--- src/rtl/pipeline_pkg.sv ---
// pipeline_pkg: shared types and source indices for the processor pipeline stages.
package pipeline_pkg;
    typedef enum logic [1:0] {LS_BYTE, LS_HALF, LS_WORD, LS_DWORD} load_size_t;
    localparam int SRC_ALU = 0;
    localparam int SRC_MEM = 1;
    localparam int SRC_PC4 = 2;
    localparam int SRC_IMM = 3;
    // Entry fields are sized for the widest supported configuration; stages keep only their low bits.
    localparam int ENTRY_DATA_W = 64;
    localparam int ENTRY_RD_W = 8;
    typedef struct packed {
        logic [ENTRY_DATA_W-1:0] data;
        logic [ENTRY_RD_W-1:0]   rd;
        logic                    we;
    } wb_entry_t;
endpackage

--- src/rtl/load_aligner.sv ---
// load_aligner: selects the addressed byte/half/word lane of raw load data and sign/zero-extends it.
module load_aligner
    import pipeline_pkg::*;
#(
    parameter int XLEN = 32
) (
    input  logic [XLEN-1:0] raw,
    input  load_size_t      size,
    input  logic            isUnsigned,
    input  logic [2:0]      lsb,
    output logic [XLEN-1:0] ext
);
    localparam bit WIDE = XLEN == 64;
    logic [2:0] lane;
    logic [5:0] shAmt;
    logic [XLEN-1:0] shifted;
    logic [XLEN-1:0] mask;
    logic signBit;
    // On a 32-bit datapath a word (or dword) is the whole register, so its shift is always zero.
    always_comb begin
        lane = WIDE ? lsb : {1'b0, lsb[1:0]};
        shAmt = size == LS_BYTE ? {lane, 3'b000} :
                size == LS_HALF ? {lane[2:1], 4'b0000} :
                size == LS_WORD ? {WIDE & lane[2], 5'b00000} : 6'd0;
        shifted = raw >> shAmt;
        mask = size == LS_BYTE ? XLEN'(8'hFF) :
               size == LS_HALF ? XLEN'(16'hFFFF) :
               size == LS_WORD ? XLEN'(32'hFFFF_FFFF) : '1;
        signBit = size == LS_BYTE ? shifted[7] : size == LS_HALF ? shifted[15] : shifted[31];
        ext = (shifted & mask) | (!isUnsigned && signBit ? ~mask : '0);
    end
endmodule

--- src/rtl/writeback_stage.sv ---
// writeback_stage: result select, load alignment and a 2-entry skid FIFO in front of the register-file write port.
module writeback_stage
    import pipeline_pkg::*;
#(
    parameter int XLEN       = 32,
    parameter int REG_ADDR_W = 5,
    parameter int NUM_SRC    = 4,
    parameter int MEM_SRC    = SRC_MEM,
    parameter int SEL_W      = $clog2(NUM_SRC)
) (
    input  logic                    clk,
    input  logic                    reset,
    input  logic                    in_valid,
    output logic                    in_ready,
    input  logic [NUM_SRC*XLEN-1:0] src_data,
    input  logic [SEL_W-1:0]        wb_sel,
    input  logic [1:0]              load_size,
    input  logic                    load_unsigned,
    input  logic [2:0]              addr_lsb,
    input  logic [REG_ADDR_W-1:0]   rd,
    input  logic                    reg_write,
    output logic                    wb_valid,
    input  logic                    wb_ready,
    output logic [XLEN-1:0]         wb_data,
    output logic [REG_ADDR_W-1:0]   wb_rd,
    output logic                    wb_we,
    output logic                    fwd_valid,
    output logic [REG_ADDR_W-1:0]   fwd_rd,
    output logic [XLEN-1:0]         fwd_data,
    output logic                    sel_err,
    output logic [31:0]             retire_cnt
);
    wb_entry_t headQ, tailQ, newEntry;
    logic [1:0] count;
    logic [XLEN-1:0] selData, loadData;
    logic selIllegal, push, pop;
    logic unusedEntryBits;

    load_aligner #(.XLEN(XLEN)) aligner (
        .raw       (src_data[MEM_SRC*XLEN +: XLEN]),
        .size      (load_size_t'(load_size)),
        .isUnsigned(load_unsigned),
        .lsb       (addr_lsb),
        .ext       (loadData)
    );

    always_comb begin
        selData = '0;
        for (int i = 0; i < NUM_SRC; i++)
            if (int'(wb_sel) == i) selData = src_data[i*XLEN +: XLEN];
    end

    // Illegal selects still occupy a slot so the pipe never loses a handshake.
    always_comb begin
        selIllegal = int'(wb_sel) >= NUM_SRC;
        newEntry = '0;
        newEntry.data = selIllegal ? '0 : ENTRY_DATA_W'(int'(wb_sel) == MEM_SRC ? loadData : selData);
        newEntry.rd = ENTRY_RD_W'(rd);
        newEntry.we = reg_write && rd != '0 && !selIllegal;
    end

    assign in_ready = count != 2'd2;
    assign wb_valid = count != 2'd0;
    assign push = in_valid && in_ready;
    assign pop = wb_valid && wb_ready;

    always_ff @(posedge clk or posedge reset) begin
        if (reset) begin
            count <= 2'd0;
            headQ <= '0;
            tailQ <= '0;
            sel_err <= 1'b0;
            retire_cnt <= '0;
        end else begin
            count <= count + {1'b0, push} - {1'b0, pop};
            if (push && (count == 2'd0 || (count == 2'd1 && pop))) headQ <= newEntry;
            else if (pop && count == 2'd2) headQ <= tailQ;
            if (push && count == 2'd1 && !pop) tailQ <= newEntry;
            if (push && selIllegal) sel_err <= 1'b1;
            if (pop && headQ.we) retire_cnt <= retire_cnt + 32'd1;
        end
    end

    assign wb_data = headQ.data[XLEN-1:0];
    assign wb_rd = headQ.rd[REG_ADDR_W-1:0];
    assign wb_we = headQ.we;
    assign fwd_valid = wb_valid && wb_we;
    assign fwd_rd = wb_rd;
    assign fwd_data = wb_data;
    assign unusedEntryBits = ^{headQ.data >> XLEN, headQ.rd >> REG_ADDR_W};
endmodule

--- config.mk ---
export PLATFORM = sky130hd
export DESIGN_NAME = writeback_stage
export DESIGN_NICKNAME = d
export VERILOG_FILES = /design/src/rtl/pipeline_pkg.sv /design/src/rtl/load_aligner.sv /design/src/rtl/writeback_stage.sv
export SDC_FILE = /design/constraint.sdc
export NUM_CORES = 1
export LEC_CHECK = 0
export BUFFER_PORTS_ARGS = -buffer_cell sky130_fd_sc_hd__buf_2
export CORE_ASPECT_RATIO = 1.5
export CORE_MARGIN = 10
export CORE_UTILIZATION = 45
export CTS_CLUSTER_SIZE = 16
export DETAILED_ROUTE_END_ITERATION = 8
export PLACE_DENSITY = 0.72
export SLEW_MARGIN = 20
export SYNTH_ARGS = -nofsm -noshare
export SYNTH_HDL_FRONTEND = slang
export SYNTH_SLANG_ARGS = --single-unit
--- constraint.sdc ---
create_clock -name clk -period 5 [get_ports clk]
set_clock_uncertainty 0.05 [all_clocks]
set_input_delay 0.25 -clock clk [delete_from_list [all_inputs] [get_ports clk]]
set_output_delay 0.25 -clock clk [all_outputs]
set_load 0.01 [all_outputs]
==> flow_metrics.py <==
metrics = {
    "final_layout": {
        "fillCellCount": 1209,
        "area_delta_synth_final_pct": 22.0,
        "n_antenna_cell": 0,
        "register_area_um2": 2750,
        "multiInputGateArea_um2": 3060,
        "final_util_pct": 56.5,
        "drive_gt1_share_pct": 43.5,
        "finalNetCount": 944,
    },
    "yosys": {
        "synthesis.area_um2": 6290,
        "yosys.cell_types.count": 47,
        "synth-seq-cells": 110,
        "synth_edf_count": 0,
        "async_reset_ff_share_pct": 100,
        "synth_warnings": 0,
        "seq_area_frac_synth_pct": 43.7,
        "synth_top_area_share_pct": 43.7,
        "synthesis.nets": 751,
        "yosys-top-cells-area": "dfrtp_1 (44%), mux2_2 (8.6%), o31ai_1 (5.7%)",
        "syn-instance-count": 602,
        "synth_ff_type": "dfrtp_1",
        "syn_avg_cell_area_um2": 10.5,
        "synth_top_cell_by_area": "dfrtp_1",
    },
    "sta": {
        "rsz0062_at_grt": "no",
        "final_hold_viol_count": 0,
        "period_share_pct": 48.0,
        "setup_violations": 0,
        "setup_ws_ps": 2600,
        "fmax_ghz": 0.417,
        "finalSetupTns_ps": 0,
        "relSlewSlack_pct": 28.5,
        "hold_slack_ps": 106,
        "worstMarginPinSlew_ps": 1070,
        "period_needed_ps": 2400,
        "slew_viol_final": 0,
    },
    "clock_tree": {
        "root_buffer": "clkbuf_16",
        "clkTransAtPathRegs_ps": 70,
        "htree_levels": 3,
        "post-cts-setup-buffers": 0,
        "tritoncts": "built",
        "clock_sinks": 110,
        "worstSkewPairLatency_ps": 350,
        "cts_buffers": 9,
        "cts_buffer_depth": 2,
        "cts_hold_buf": 1,
        "cts_resized": 0,
    },
    "worst_setup_path": {
        "cpMostUsedCell": "nor2b_1",
        "critical_path.top_delay_family": "simple AND/OR/NAND/NOR gates",
        "critPathLaunchType": "flop",
        "path_cells": "nor2b_1 -> nor2b_1 -> nor2_2 -> buf_4 -> a22oi_1 -> o31ai_1",
        "cpMaxStageDelayCell": "nor2b_1",
        "path_class": "flop to flop",
        "arrival_ps": 2540,
        "slowest_delay_ps": 620,
        "worstPathRequired_ps": 5140,
        "critical_path_buf_inv_count": 1,
        "endpoint_kind": "flop",
        "path_max_fanout": 22,
    },
    "routing": {
        "drtIter0Drc": 265,
        "via_count": 5651,
        "wirelength_mm": 20.7,
        "post_drt_via_cell_ratio": 5.87,
        "first_pass_iters": 5,
        "post-route-drc-count": 0,
        "ant_nets": 0,
        "routedWlPerCell_um": 21.5,
    },
    "placement": {
        "place.gp.congestion": 0.889,
        "io_buffers": 254,
        "dp_slack_ps": 2390,
        "dp.final_hpwl_mm": 15.8,
    },
    "status": {
        "status": "finished clean",
    },
    "floorplanning": {
        "fp.dieW_um": 117,
        "dieHeight_um": 165,
        "start_util_pct": 46.3,
        "rows": 52,
        "core_area_um2": 13600,
        "pin_count": 257,
        "dieArea_um2": 19200,
    },
    "global_routing": {
        "grt_pass1_wl_mm": 30.9,
        "track_usage_pct": 20.7,
        "overflow": 0,
        "grt_max_degree": 65,
        "grt_pass1_vias": 5884,
        "antenna_found_initial": 0,
    },
    "power_and_ir_drop": {
        "power.density_nw_per_um2": 465,
        "p_leak_uw": 0.00367,
        "ir_drop_mv": 0.200,
        "p_total_uw": 3570,
    },
    "hold_path": {
        "hp-class": "input pin to flop",
    },
    "run": {
        "maxCapViolCount": 0,
    },
}
sequential cells by signal (all words and copies together), names as in the netlist:
name / count
tailQ: 38
fwd_data: 32
retire_cnt: 32
fwd_rd: 5
count: 2
wb_we: 1
Yosys cell counts (all sizes together) (2+ instances only):
cell type / n
a221oi: 7
and2: 3
clkbuf: 30
mux2: 48
xnor2: 30
nor2b: 4
mux2i: 16
a2111oi: 16
nand4: 7
and4: 6
inv: 4
nand2: 61
and3: 8
a22oi: 27
ha: 3
nand2b: 3
o31ai: 48
o21ai: 5
dfrtp: 110
a22o: 9
nand3: 12
nor2: 28
a221o: 8
o22ai: 38
buf: 51
xor2: 3
nor4: 4
a21oi: 2
metal layers:
| metal | vias to the layer above | track usage (%) | share of wire [%] |
|---|---|---|---|
| met5 | - | 0 | 0 |
| met4 | 0 | 9.47 | 3.4 |
| met3 | 36 | 5.99 | 7.4 |
| met2 | 243 | 35.7 | 51 |
| met1 | 2752 | 22.9 | 38 |
| li1 | 2620 | - | - |
metrics by stage:
stage | area (µm²) | cells
6_report | 7680 | 962
5_1_grt | 7680 | 962
2_1_floorplan | 6290 | 602
3_5_place_dp | 7370 | 945
4_1_cts | 7680 | 962
3_3_place_gp | 7370 | 945
area by class of cell:
class,count,share of cell area (%)
multi-input cells,406,39.9
repair buffers,263,17.5
inverters,5,0.277
clock inverters,7,0.962
clock buffers,9,2.93
flip-flops and latches,110,35.9
well taps,162,2.64
cells in the final DEF (no fill, tap or decap), types with 2 or more instances in the layout:
cell,synthesis,final
a221oi_1,7,7
a221o_1,8,8
and2_1,3,3
a2111oi_2,12,12
xor2_1,3,3
clkinv_2,0,2
buf_2,7,254
nand2_1,61,60
and4_1,6,6
nand2b_1,3,3
nand3_1,12,12
nand4_1,7,7
and3_1,8,8
o21ai_0,4,4
nor2b_1,4,4
nor4_2,2,2
a22o_1,9,9
ha_1,3,3
buf_4,42,8
a2111oi_0,4,4
clkinv_4,0,2
clkbuf_16,0,9
o31ai_1,48,48
dfrtp_1,110,110
xnor2_1,30,30
inv_1,4,3
a22oi_1,27,27
o22ai_1,38,38
mux2_2,48,48
mux2i_1,16,16
nor2_1,28,27
cell families (layout without fill, tap and decap cells):
logic type / Yosys count / count (layout) / share of synthesized area [%]
muxes: 64 / 64 / 11.1
and+or+nand+nor: 141 / 141 / 11.1
AOI/OAI and AO/OA: 164 / 164 / 20.9
adders and majority gates: 3 / 3 / 0.596
other: 1 / 1 / 0.0596
buffers and inverters: 86 / 284 / 7.89
DFF: 110 / 110 / 43.7
xor gates and xnor gates: 33 / 33 / 4.59
worst register-to-register path, cell delays in order, from the launching register on:
cell	delay, ps
dfrtp_1	460
nor2b_1	340
nor2b_1	620
nor2_2	190
buf_4	280
a22oi_1	200
o31ai_1	100
final timing paths:
check                                from              to  slack (ps)  depth (start not counted)
setup / recovery                 count[1]    fwd_data[20]        2600                          6
hold / removal                      rd[2]       fwd_rd[2]         110                          3
setup reg to reg                 count[1]    fwd_data[20]        2600                          6
hold reg to reg            retire_cnt[31]  retire_cnt[31]         420                          1
max in group asynchronous           reset  retire_cnt[11]        3190                          4
min in group asynchronous           reset  retire_cnt[28]         480                          3
where the power goes:
part	total, µW	switching (µW)	internal, µW
clock network	728	337	391
registers	1460	242	1210
logic	1390	780	606
Note: power is estimated with default switching activity, not from simulation.
